[src/rtl/ttt_pkg.sv]
// Shared definitions for the tic-tac-toe board store: cell and error encodings,
// the board state enum and a small cell-encoding helper.
package ttt_pkg;

  localparam logic [1:0] CELL_EMPTY = 2'b00;
  localparam logic [1:0] CELL_P1    = 2'b01;
  localparam logic [1:0] CELL_P2    = 2'b10;

  localparam logic [1:0] ERR_NONE   = 2'b00;
  localparam logic [1:0] ERR_OCC    = 2'b01;
  localparam logic [1:0] ERR_RANGE  = 2'b10;
  localparam logic [1:0] ERR_STATE  = 2'b11;

  typedef enum logic [1:0] {
    PLAY   = 2'd0,
    FULL   = 2'd1,
    LOCKED = 2'd2
  } board_state_t;

  function automatic logic [1:0] player_cell(input logic player);
    return player ? CELL_P2 : CELL_P1;
  endfunction

endpackage

[src/rtl/board_occupancy_tracker_if.sv]
// Move handshake between the player-input logic (master) and the board store (slave).
interface board_occupancy_tracker_if #(
  parameter int N = 3
);
  localparam int IDX_W = $clog2(N*N);

  logic             move_valid;
  logic             move_player;
  logic [IDX_W-1:0] move_idx;
  logic             move_ack;
  logic             move_err;
  logic [1:0]       err_code;

  modport master (
    output move_valid, move_player, move_idx,
    input  move_ack, move_err, err_code
  );

  modport slave (
    input  move_valid, move_player, move_idx,
    output move_ack, move_err, err_code
  );
endinterface

[src/rtl/board_occupancy_tracker_cell_decoder.sv]
// Maps a row-major cell index to a one-hot write enable and flags indices
// that fall past the last cell.
module cell_decoder #(
  parameter int N     = 3,
  parameter int IDX_W = $clog2(N*N)
) (
  input  logic [IDX_W-1:0] idx,
  output logic [N*N-1:0]   we,
  output logic             out_of_range
);
  localparam int CELLS = N*N;

  // NOTE: every output of a combinational block gets a default first, so no path leaves it unassigned and no latch is inferred.
  always_comb begin
    we           = '0;
    out_of_range = (int'(idx) >= CELLS);
    for (int k = 0; k < CELLS; k++) begin
      we[k] = (int'(idx) == k);
    end
  end

endmodule

[src/rtl/board_occupancy_tracker.sv]
// Registered N x N board store: validates one move per cycle, tracks fill count
// and turn, and locks on a full board or a game-over from the win detector.
module board_occupancy_tracker
  import ttt_pkg::*;
#(
  parameter int N     = 3,
  parameter int IDX_W = $clog2(N*N),
  parameter int CNT_W = $clog2(N*N+1)
) (
  input  logic                 clk,
  input  logic                 reset,
  input  logic                 clear,
  input  logic                 game_over,
  board_occupancy_tracker_if.slave mv,
  output logic [2*N*N-1:0]     board,
  output logic [CNT_W-1:0]     fill_count,
  output logic                 turn,
  output logic                 no_space
);
  localparam int CELLS = N*N;

  board_state_t     state, state_next;
  logic [CELLS-1:0] cell_we;
  logic [CELLS-1:0] occupied;
  logic             idx_oob;
  logic             cell_busy;
  logic             accept;
  logic             reject;
  logic [1:0]       code;

  cell_decoder #(.N(N), .IDX_W(IDX_W)) u_cell_decoder (
    .idx          (mv.move_idx),
    .we           (cell_we),
    .out_of_range (idx_oob)
  );

  always_comb begin
    occupied = '0;
    for (int k = 0; k < CELLS; k++) begin
      occupied[k] = (board[2*k +: 2] != CELL_EMPTY);
    end
  end

  // An out-of-range index has an all-zero enable, so it never reads as busy.
  assign cell_busy = |(occupied & cell_we);

  // NOTE: sequential state is updated with non-blocking assignments only, so every flop samples pre-edge values.
  always_ff @(posedge clk) begin
    if (reset || clear) state <= PLAY;
    else                state <= state_next;
  end

  always_comb begin
    state_next = state;
    unique case (state)
      PLAY: begin
        if (game_over)                                         state_next = LOCKED;
        else if (accept && fill_count == CNT_W'(CELLS - 1))    state_next = FULL;
      end
      FULL:    state_next = FULL;
      LOCKED:  state_next = LOCKED;
      default: state_next = PLAY;
    endcase
  end

  // Move check in priority order; result is registered below.
  always_comb begin
    accept = 1'b0;
    reject = 1'b0;
    code   = ERR_NONE;
    if (mv.move_valid) begin
      if (state != PLAY || game_over) begin
        reject = 1'b1;
        code   = ERR_STATE;
      end else if (idx_oob) begin
        reject = 1'b1;
        code   = ERR_RANGE;
      end else if (mv.move_player != turn) begin
        reject = 1'b1;
        code   = ERR_STATE;
      end else if (cell_busy) begin
        reject = 1'b1;
        code   = ERR_OCC;
      end else begin
        accept = 1'b1;
      end
    end
  end

  // NOTE: the board array is explicitly reset because clear starts a new game; it is state, not scratch storage.
  always_ff @(posedge clk) begin
    if (reset || clear) begin
      board       <= '0;
      fill_count  <= '0;
      turn        <= 1'b0;
      no_space    <= 1'b0;
      mv.move_ack <= 1'b0;
      mv.move_err <= 1'b0;
      mv.err_code <= ERR_NONE;
    end else begin
      mv.move_ack <= accept;
      mv.move_err <= reject;
      mv.err_code <= code;
      no_space    <= (state_next == FULL);
      if (accept) begin
        for (int k = 0; k < CELLS; k++) begin
          if (cell_we[k]) board[2*k +: 2] <= player_cell(mv.move_player);
        end
        fill_count <= fill_count + 1'b1;
        turn       <= ~turn;
      end
    end
  end

endmodule
[src/flat_wrapper.sv]
// flat-port wrapper written by rule: the top's interface ports become plain ports
module board_occupancy_tracker_flat import ttt_pkg::*;
#(
  parameter int N     = 3,
  parameter int IDX_W = $clog2(N*N),
  parameter int CNT_W = $clog2(N*N+1)
)
  (clk, reset, clear, game_over, board, fill_count, turn, no_space, mv_move_valid, mv_move_player, mv_move_idx, mv_move_ack, mv_move_err, mv_err_code);
  board_occupancy_tracker_if #(.N(N)) mv_i ();
  input  logic clk;
  input  logic reset;
  input  logic clear;
  input  logic game_over;
  output logic [2*N*N-1:0] board;
  output logic [CNT_W-1:0] fill_count;
  output logic turn;
  output logic no_space;
  input wire logic [$bits(mv_i.move_valid)-1:0] mv_move_valid;
  input wire logic [$bits(mv_i.move_player)-1:0] mv_move_player;
  input wire logic [$bits(mv_i.move_idx)-1:0] mv_move_idx;
  output wire logic [$bits(mv_i.move_ack)-1:0] mv_move_ack;
  output wire logic [$bits(mv_i.move_err)-1:0] mv_move_err;
  output wire logic [$bits(mv_i.err_code)-1:0] mv_err_code;
  assign mv_i.move_valid = mv_move_valid;
  assign mv_i.move_player = mv_move_player;
  assign mv_i.move_idx = mv_move_idx;
  assign mv_move_ack = mv_i.move_ack;
  assign mv_move_err = mv_i.move_err;
  assign mv_err_code = mv_i.err_code;
  board_occupancy_tracker #(.N(N), .IDX_W(IDX_W), .CNT_W(CNT_W)) u_core (.clk(clk), .reset(reset), .clear(clear), .game_over(game_over), .mv(mv_i), .board(board), .fill_count(fill_count), .turn(turn), .no_space(no_space));
endmodule
[config.mk]
export PLATFORM = sky130hd
export DESIGN_NAME = board_occupancy_tracker_flat
export DESIGN_NICKNAME = d
export VERILOG_FILES = /design/src/rtl/ttt_pkg.sv /design/src/rtl/board_occupancy_tracker_if.sv /design/src/rtl/board_occupancy_tracker_cell_decoder.sv /design/src/rtl/board_occupancy_tracker.sv /design/src/flat_wrapper.sv
export SDC_FILE = /design/constraint.sdc
export NUM_CORES = 1
export LEC_CHECK = 0
export ABC_AREA = 0
export BUFFER_PORTS_ARGS = -buffer_cell sky130_fd_sc_hd__buf_4
export CORE_ASPECT_RATIO = 1.2
export CORE_MARGIN = 4
export CORE_UTILIZATION = 40
export CTS_CLUSTER_DIAMETER = 150
export DETAILED_ROUTE_END_ITERATION = 10
export PLACE_DENSITY = 0.62
export SLEW_MARGIN = 25
export SYNTH_ARGS = -nofsm -noshare
export SYNTH_HDL_FRONTEND = slang
export SYNTH_SLANG_ARGS = --single-unit
[constraint.sdc]
create_clock -name clk -period 2.39 [get_ports clk]
set_input_delay 0.3585 -clock clk [delete_from_list [all_inputs] [get_ports clk]]
set_output_delay 0.3585 -clock clk [all_outputs]
set_load 0.05 [all_outputs]
# [Yosys cells after proc, flatten, opt, wreduce, memory -nomap -nowiden]
# Index checks and enable logic that the tools add are counted.
[word_totals] ff_bits=30 in_bits=10 elab_cells=77
[classes] n_addsub=1 magnitude_cmp=1 n_eq_ne=13 muxes=17 bitwise=3 reduce_logical=26
[ops] op="== test 4 bit, second input constant" count=6
[ops] op="nonzero test 2 bit" count=10
[ops] op="AND reduction 2 bit" count=9
[ops] op="two-way mux 2 bit" count=6
[ops] op="two-way mux 1 bit" count=10
[ops] op="bitwise AND 9 bit" count=1
[ops] op="OR reduction 9 bit" count=1
[ops] op="== test 4 x 3 -> 1 bit, second input constant" count=2
[ops] op="case mux 2 bit (3 select lines)" count=1
[ops] op="adder 4 x 1 -> 4 bit, second input constant" count=1
[ops] op="== test 2 x 1 -> 1 bit, second input constant" count=2
[ops] op="== test 4 x 2 -> 1 bit, second input constant" count=1
[ops] op="greater-or-equal comparator 4 bit, second input constant" count=1
[ops] op="zero test 4 bit" count=1
[ops] op="== test 2 bit, second input constant" count=1
[ops] op="zero test 2 bit" count=1
[ops] op="logical OR 1 bit" count=2
[ops] op="inverter 1 bit" count=2
[ops] op="OR reduction 2 bit" count=1
[ops] op="logical AND 1 bit" count=1
[ops] op="inequality test 1 bit" count=1

# [Longest topological paths before layout]
# Gate-level depths: netlist of run 1.
[logic_depth] depth_word=13 mapped_depth=7 ltp_nobuf=5

# [Cells and area by module]
# Synthesis of run 1 repeated with hierarchy kept, for this count alone.
[unflattened] cells_unflattened=146 area_unflattened_um2=1411.4
[by_module_without_submodules] mod="board_occupancy_tracker" n_inst=1 cells_each=132 area_per_inst_um2=1213.7
[by_module_without_submodules] mod="cell_decoder" n_inst=1 cells_each=14 area_per_inst_um2=197.7

# [Worst setup path before layout of run 1]
# No wires, ideal clock.
[synth_path] kind="register to register" startpoint="register u_core.board[5]" endpoint="register u_core.board[9]" setup_time_ns=0.061 t_arrival_ns=1.975 required_ns=2.329 setup_slack_ns=0.354 path_stages_with_launch=7 n_path_buf=1 path_cell_list="dfxtp_1 > or2_2 > a222oi_1 > nand4_1 > buf_4 > nor3_4 > a22o_1"
[synth_between] elab_chain_len=9
[synth_rtl] element="start: declaration" line="board_occupancy_tracker.sv:15" source="output logic [2*N*N-1:0] board,"
[synth_rtl] element="start signal: indexed assignment" line="board_occupancy_tracker.sv:107" source="if (cell_we[k]) board[2*k +: 2] <= player_cell(mv.move_player);"
[synth_rtl] element="nonzero test 2 bit" line="board_occupancy_tracker.sv:40" source="occupied[k] = (board[2*k +: 2] != CELL_EMPTY);"
[synth_rtl] element="bitwise AND 9 bit" line="board_occupancy_tracker.sv:45" source="assign cell_busy = |(occupied & cell_we);"
[synth_rtl] element="OR reduction 9 bit" line="board_occupancy_tracker.sv:45"
[synth_rtl] element="two-way mux 1 bit" line="board_occupancy_tracker.sv:81" source="end else if (cell_busy) begin"
[synth_rtl] element="two-way mux 1 bit" line="board_occupancy_tracker.sv:78" source="end else if (mv.move_player != turn) begin"
[synth_rtl] element="two-way mux 1 bit" line="board_occupancy_tracker.sv:75" source="end else if (idx_oob) begin"
[synth_rtl] element="two-way mux 1 bit" line="board_occupancy_tracker.sv:72" source="if (state != PLAY || game_over) begin"
[synth_rtl] element="two-way mux 1 bit" line="board_occupancy_tracker.sv:71" source="if (mv.move_valid) begin"
[synth_rtl] element="AND reduction 2 bit (no source line)"
# No other way between the ends.
# A chain may end at the register's enable or synchronous reset.

# [Final worst setup path of run 1]
[layout_path] startpoint="register u_core.board[5]" endpoint="register u_core.fill_count[2]"
[layout_between] elab_chain_len=8
[layout_rtl] element="nonzero test 2 bit" line="board_occupancy_tracker.sv:40"
[layout_rtl] element="bitwise AND 9 bit" line="board_occupancy_tracker.sv:45"
[layout_rtl] element="OR reduction 9 bit" line="board_occupancy_tracker.sv:45"
[layout_rtl] element="two-way mux 1 bit" line="board_occupancy_tracker.sv:81"
[layout_rtl] element="two-way mux 1 bit" line="board_occupancy_tracker.sv:78"
[layout_rtl] element="two-way mux 1 bit" line="board_occupancy_tracker.sv:75"
[layout_rtl] element="two-way mux 1 bit" line="board_occupancy_tracker.sv:72"
[layout_rtl] element="two-way mux 1 bit" line="board_occupancy_tracker.sv:71"
[layout_rtl] element="end signal: assignment" line="board_occupancy_tracker.sv:109" source="fill_count <= fill_count + 1'b1;"
[layout_rtl] element="end: declaration" line="board_occupancy_tracker.sv:16" source="output logic [CNT_W-1:0] fill_count,"
# No other way between the ends.

==> results of run 1 <==
## sequential cells by signal, summed over array words and instances, names as in the netlist
register,count
u_core.board,18
u_core.turn,1
u_core.mv.move_ack,1
u_core.mv.err_code,2
u_core.mv.move_err,1
u_core.state,2
u_core.no_space,1
u_core.fill_count,4
## through the flow
| stage | hold WS [ps] | worst slack (ps) |
|---|---|---|
| after floorplan | 423 | 354 |
| after global placement | 436 | 134 |
| after detailed placement | 455 | 71.0 |
| after CTS | 302 | 123 |
| after global routing | 311 | 130 |
| final | 301 | 248 |
## cell families (layout without fill, tap and decap cells)
kind of cell	count (synthesis)	in the layout
AOI/OAI and AO/OA	39	39
xor gates and xnor gates	1	1
adders and majority gates	2	2
buffers and inverters	12	58
DFF	30	30
and+or+nand+nor	55	55
## layer usage
metal	vias to the layer above	GRT usage [%]	part of all wire [%]
li1	610	-	-
met3	6	5.29	5.5
met1	546	21.0	43
met5	-	0	0
met2	32	26.7	50
met4	0	6.65	1.4
## final cells by class
class	instances	area [um2]
Tap cell	36	45.0
Sequential cell	30	601
Multi-Input combinational cell	97	648
Inverter	3	11.3
Fill cell	296	1400
Clock buffer	7	45.0
Timing Repair Buffer	48	360
## power breakdown
group / internal (mW) / total (mW) / leakage [nW] / switching [mW]
Sequential: 0.503 / 0.505 / 0.242 / 0.00213
Clock: 0.111 / 0.272 / 0.0254 / 0.162
Combinational: 0.0378 / 0.0980 / 0.450 / 0.0602
Total: 0.652 / 0.876 / 0.717 / 0.224
## synthesized netlist by cell type (all sizes together)
cell type	number	area (um2)
buf	5	40.0
a22o	9	78.8
nand4	3	25.0
nor4	2	12.5
and3	1	6.26
and4	1	8.76
or2	6	37.5
nor3	4	31.3
nand3	2	10.0
o211ai	2	15.0
dfxtp	30	601
o21ai	12	60.1
nor4bb	3	30.0
inv	3	11.3
ha	2	25.0
nor3b	1	12.5
a222oi	1	10.0
or4	3	22.5
nand2	11	41.3
o31ai	3	36.3
a22oi	1	7.51
clkbuf	4	15.0
nor2	10	37.5
nor4b	4	35.0
and4b	1	10.0
a21oi	4	20.0
nand2b	1	6.26
nand3b	1	7.51
a31oi	7	43.8
xnor2	1	8.76
nand4b	1	8.76
## worst max-delay path: stages (launching register included)
cell and delay, ps:
dfxtp_1 330, or2_2 300, a222oi_1 420, nand4_1 240
buf_4 210, or4_1 460, a21oi_1 140
## path summary, 6_finish.rpt
path	slack [ps]	start	end
min	300	game_over	u_core.state[1]
min reg2reg	460	u_core.state[0]	u_core.state[1]
max reg2reg	250	u_core.board[5]	u_core.fill_count[2]
max	250	u_core.board[5]	u_core.fill_count[2]
## what timing repair did
item                                    in CTS  in global routing
endpoints found under the hold margin        0                  0
endpoints found under the setup margin       0                  9
buffers inserted                             0                  2
==> out/qor.yml, run 1 <==
hold_viol: 0
die_area_um2: 4270
synth_top_family_by_area: "simple AND/OR/NAND/NOR gates"
p_leak_nw: 0.717
io_pins: 38
grt_max_degree: 16
rsz0062_at_grt: "false"
first_global_vias: 1141
worst_pin_slew_ps: 569
slew_headroom_pct: 61.5
cts_tree: "done"
port_buffers: 37
fin_area_um2: 1710
synth.area.mux_share_pct: 0
post-dp-hpwl_mm: 2.50
synth_compound_area_share_pct: 20.6
clock-root-buffer: "clkbuf_4"
clkTransAtPathRegs_ps: 90
fin_nets: 197
grt_usage_pct: 16.9
dr.pass1.iters: 4
synthesis.area_um2: 1320
timing.fmax_mhz: 467
fp.dieW_um: 60.3
drive_above_1_share_pct: 34.1
synth_xor_xnor_area_share_pct: 0.666
synth_simple_gate_area_share_pct: 26.1
slew_viol_final: 0
min_path_type: "in2reg"
power_mw: 0.876
initial_core_util_pct: 42.3
clock_latency_ps: 330
synth_fp_nets: 151
finClkSkew_ps: 9.76
ys_seq_area_share_pct: 45.7
area_growth_pct: 30.1
arrival_ps: 2410
synth_cell_types: 37
mostFrequentLayoutCells: "48 x buf_4, 30 x dfxtp_1, 11 x nand2_1, 11 x o21ai_0, 10 x nor2_1"
placed_area_um2: 1650
grt_antenna_before_repair: 0
gp_congestion: 0.858
wl_mm: 3.41
ir_drop_v: 0.000348
die_h_um: 70.8
routedWlPerCell_um: 15.4
synthAdderAreaFrac_pct: 1.90
clkSinkCount: 30
ant_nets: 0
final_common_cell: "buf_4"
ctsResizeCount: 0
drc: 0
fin_crit_ps: 2140
grt_pass1_wl_mm: 5.47
cp.required_ps: 2660
tns_ps: 0
timing.final.crit_share_pct: 89.6
cts_inserted_buffers: 5
power.density_nw_per_um2: 512
final_util_pct: 55.0
critPathCaptureType: "flip-flop"
clockBufferDepth: 2
avgSynthCellArea_um2: 9.46
critPathKind: "reg2reg"
yosys_warnings: 0
core_um2: 3110
yosys_register_bits: 30
path_max_fanout: 4
via_count: 1194
drtIter0Drc: 33
rows: 22
ctsHoldBuffers: 0
outcome: "complete, no violations"
viasPerCell: 5.40
grt.overflow.total: 0
drv_cap: 0
cp-start-kind: "flip-flop"
antenna_cells: 0
finalNonFillerCells: 221
min_path_cells: 3
netlist_instances: 139
r2r_cells: 6
dp.cells: 212
htree_levels: 2
setup_viol: 0
Power figures use the tool's default switching activity.
==> run 2, diff against run 1 <==
Settings changed: PLACE_DENSITY 0.62 to 0.75.
==> out/qor.yml, run 2 (same netlist as run 1, synthesis figures left out) <==
finClkSkew_ps: 9.03
pwr-share-seq_pct: 55.3
die_h_um: 70.8
area_growth_pct: 29.2
dr.pass1.iters: 5
regMostFlops: "u_core.board"
drc: 0
arrival_ps: 2370
cp.required_ps: 2660
cts_tree: "done"
internal_power_mw: 0.679
timing.final.crit_share_pct: 87.9
grt_antenna_before_repair: 0
largest_reg_flops: 18
grt_pass1_wl_mm: 5.58
switching_power_mw: 0.235
worst-r2r-setup-slack_ps: 290
p_leak_nw: 0.705
port_buffers: 37
rows: 22
ir_drop_v: 0.000324
viasPerCell: 5.67
met2_usage_pct: 26.8
ctsResizeCount: 0
htree_levels: 2
fp.dieW_um: 60.3
reg_top3: "u_core.board x18, u_core.fill_count x4"
core_um2: 3110
gp_congestion: 0.851
busiest_layer: "met2"
fin_crit_ps: 2100
path_max_fanout: 13
critPathKind: "reg2reg"
drv_cap: 0
post-cts-setup-buffers: 0
min_path_type: "in2reg"
path_cells: "or2_2, a222oi_1, nand4_1, buf_4, or4_1, a21oi_1"
die_area_um2: 4270
r2r_cells: 6
setup_viol: 0
io_pins: 38
routedWlPerCell_um: 15.1
drtIter0Drc: 53
slowest_stage: "or4_1"
grtUsageMet1_pct: 21.3
initial_core_util_pct: 42.3
fillCellCount: 303
min_path_cells: 3
multiInputGateArea_um2: 648
clkSinkCount: 30
post-dp-hpwl_mm: 2.48
timing.fmax_mhz: 476
met3_usage_pct: 4.38
clock-root-buffer: "clkbuf_4"
worst_pin_slew_ps: 617
critPathCaptureType: "flip-flop"
final_util_pct: 54.6
via_count: 1237
clkPwrFrac_pct: 34.5
grt_max_degree: 22
wl_mm: 3.30
outcome: "complete, no violations"
clock_latency_ps: 330
ant_nets: 0
fin_nets: 193
drive_above_1_share_pct: 34.1
tns_ps: 0
power.density_nw_per_um2: 538
rsz0062_at_grt: "false"
power_frac_comb_pct: 10.2
regArea_um2: 601
ctsHoldBuffers: 0
cts_inserted_buffers: 5
grt_usage_pct: 17.4
antenna_cells: 0
slew_headroom_pct: 58.3
switching_share_pct: 25.7
grt.overflow.total: 0
clkTransAtPathRegs_ps: 100
first_global_vias: 1240
clockBufferDepth: 2
cp-start-kind: "flip-flop"
hold_viol: 0
mostFrequentLayoutCells: "44 x buf_4, 30 x dfxtp_1, 11 x nand2_1, 11 x o21ai_0, 10 x nor2_1"
slew_viol_final: 0
worst_path_largest_cell_delay_ps: 510
final_common_cell: "buf_4"
-- run 2: cell types whose count changed in the layout (fill, tap and decap cells not counted), sizes merged --
cell,change
buf,-4
clkbuf,-1
clkinv,+1
clkinvlp,+1
-- run 2: power by group through the flow --
stage | combinational (mW) | clock (mW) | sequential, mW
5_1_grt | 0.101 | 0.359 | 0.506
2_1_floorplan | 0.0513 | 0 | 0.528
3_3_place_gp | 0.0891 | 0 | 0.517
6_report | 0.0931 | 0.316 | 0.506
3_5_place_dp | 0.0923 | 0 | 0.517
4_1_cts | 0.0925 | 0.327 | 0.506
-- run 2: worst paths after layout --
path / endpoint / startpoint
max: u_core.fill_count[3] / u_core.board[5]
min: u_core.state[1] / game_over
max reg2reg: u_core.fill_count[3] / u_core.board[5]
min reg2reg: u_core.state[1] / u_core.state[0]
-- run 2: worst max-delay path, delay by kind of cell (launching register included) --
kind | cells | cell delay (ps)
simple gates | 3 | 930
compound gates | 2 | 570
flops | 1 | 340
buf+inv | 1 | 200
-- run 2: through the flow --
stage               hold slack, ps  cells  power, mW  setup slack [ps]  instance area (um2)
CTS                            304    218      0.925               306                 1700
global route                   325    218      0.967               166                 1700
detailed placement             457    210      0.610               243                 1640
finish                         309    218      0.915               289                 1700
floorplan                      423    139      0.579               354                 1320
global placement               435    210      0.606               309                 1640
-- run 2: cell type report --
type / count / share of cell area, %
Multi-Input combinational cell: 97 / 38.1
Sequential cell: 30 / 35.3
Timing Repair Buffer: 44 / 19.4
Clock buffer: 6 / 3.02
Tap cell: 36 / 2.65
Clock inverter: 2 / 0.736
Inverter: 3 / 0.663
-- run 2: per-layer routing --
| metal | vias up | share of wire [%] |
|---|---|---|
| li1 | 606 | - |
| met1 | 579 | 43 |
| met2 | 46 | 49 |
| met3 | 6 | 6.7 |
| met4 | 0 | 1.9 |
| met5 | - | 0 |
==> run 3, diff against run 2 <==
Settings changed: ABC_AREA 0 to 1, PLACE_DENSITY 0.75 to 0.74.
==> out/qor.yml, run 3 <==
outcome: "complete, no violations"
cp-start-kind: "flip-flop"
cts_inserted_buffers: 5
ctsResizeCount: 0
first_global_vias: 1323
tns_ps: 0
synth.area.top_cells: "dfxtp_1 39%, nand2_1 11%, inv_1 8.8%"
finClkSkew_ps: 2.47
port_buffers: 37
finalNonFillerCells: 309
final_common_cell: "nand2_1"
antenna_cells: 0
critPathCaptureType: "flip-flop"
synth_fp_nets: 231
drive_above_1_share_pct: 24.9
area_growth_pct: 24.1
rsz0062_at_grt: "false"
grt_max_degree: 22
ys_seq_area_share_pct: 38.9
slew_viol_final: 0
cts_tree: "done"
arrival_ps: 1960
die_area_um2: 4920
dp.cells: 302
grt.overflow.total: 0
path_max_fanout: 21
timing.fmax_mhz: 559
grt_antenna_before_repair: 0
largest_reg_flops: 18
setup_viol: 0
cp.required_ps: 2560
viasPerCell: 4.58
hold_viol: 0
p_leak_nw: 0.890
min_path_type: "in2reg"
drc: 0
drtIter0Drc: 44
initial_core_util_pct: 42.1
yosys-top-cells-count: "45 x nand2_1, 36 x inv_1, 30 x dfxtp_1"
ir_drop_v: 0.000290
power.density_nw_per_um2: 510
power_mw: 0.978
regArea_um2: 601
reg_top3: "u_core.board x18, u_core.fill_count x4"
clkSinkCount: 30
fin_nets: 269
final_util_pct: 52.3
clock-root-buffer: "clkbuf_8"
ant_nets: 0
dr.pass1.iters: 4
yosys_register_bits: 30
slowest_stage: "dfxtp_1"
ctsHoldBuffers: 0
clockBufferDepth: 2
post-dp-hpwl_mm: 2.42
worst_pin_slew_ps: 495
rows: 24
slew_headroom_pct: 67.0
fillCellCount: 372
netlist_instances: 219
mostFrequentLayoutCells: "45 x nand2_1, 38 x buf_4, 36 x inv_1"
clock_latency_ps: 280
worst_path_largest_cell_delay_ps: 390
via_count: 1414
fp.dieW_um: 64.7
synthesis.area_um2: 1540
routedWlPerCell_um: 10.5
critPathKind: "reg2reg"
yosys_warnings: 0
timing.final.crit_share_pct: 74.9
regMostFlops: "u_core.board"
core_um2: 3660
drv_cap: 0
io_pins: 38
synth_edf_count: 0
synth_top_area_share_pct: 38.9
gp_congestion: 0.853
avgSynthCellArea_um2: 7.05
wl_mm: 3.23
clkTransAtPathRegs_ps: 60
yosys.cell_count.top_type: "nand2_1"
die_h_um: 76.1
fin_crit_ps: 1790
yosys.area.top_type: "dfxtp_1"
htree_levels: 2
ys.flop_type: "dfxtp_1"
path_cells: "xnor2_1, nand2_1, nor2_4, nand3_4, nor2_4, nand2_1, o21ai_0, nor2_1"
multiInputGateArea_um2: 732
grt_pass1_wl_mm: 5.72
post-cts-setup-buffers: 0
synth_cell_types: 27
grt_usage_pct: 14.6
async_reset_ff_share_pct: 0
==> run 3: kinds of logic after synthesis <==
family / synth area share, %
compound gates: 6.08
xor+xnor: 1.70
fa+ha+maj: 1.62
buf+inv: 13.7
flops: 38.9
simple gates: 38.0
==> run 3: cell type report <==
type / count / area share, %
Tap cell: 52 / 3.39
Clock buffer: 7 / 3.98
Inverter: 42 / 8.22
Multi-Input combinational cell: 140 / 38.2
Timing Repair Buffer: 38 / 14.9
Sequential cell: 30 / 31.3
==> run 3: final timing paths <==
path / start / end / slack, ps / cells after the start
max: u_core.turn / u_core.fill_count[1] / 600 / 8
min: game_over / u_core.state[1] / 390 / 3
max reg2reg: u_core.turn / u_core.fill_count[1] / 600 / 8
min reg2reg: u_core.state[0] / u_core.state[1] / 450 / 1
==> run 3: per-layer routing <==
| metal | track usage (%) | vias up | share of wire (%) |
|---|---|---|---|
| li1 | - | 753 | - |
| met5 | 0 | - | 0 |
| met1 | 17.6 | 626 | 46 |
| met4 | 7.61 | 0 | 2.4 |
| met3 | 3.83 | 8 | 4.8 |
| met2 | 23.3 | 27 | 47 |
==> run 3: worst max-delay path: cells and delay by family (launching register included) <==
kind | cells | cell delay (ps)
DFF | 1 | 390
AOI/OAI and AO/OA | 1 | 180
and+or+nand+nor | 6 | 940
xor gates and xnor gates | 1 | 170
==> run 3: per-stage QoR <==
step                worst slack (ps)  hold slack (ps)  cell area [um2]
floorplan                        685              424             1540
finish                           600              392             1920
global placement                 438              432             1840
CTS                              578              388             1920
global route                     344              409             1920
detailed placement               387              438             1840
==> run 3: where the power goes <==
part,switching [mW],internal [mW],leakage (nW)
Sequential,0.00238,0.505,0.242
Clock,0.166,0.200,0.0383
Combinational,0.0717,0.0331,0.610
Total,0.240,0.737,0.890
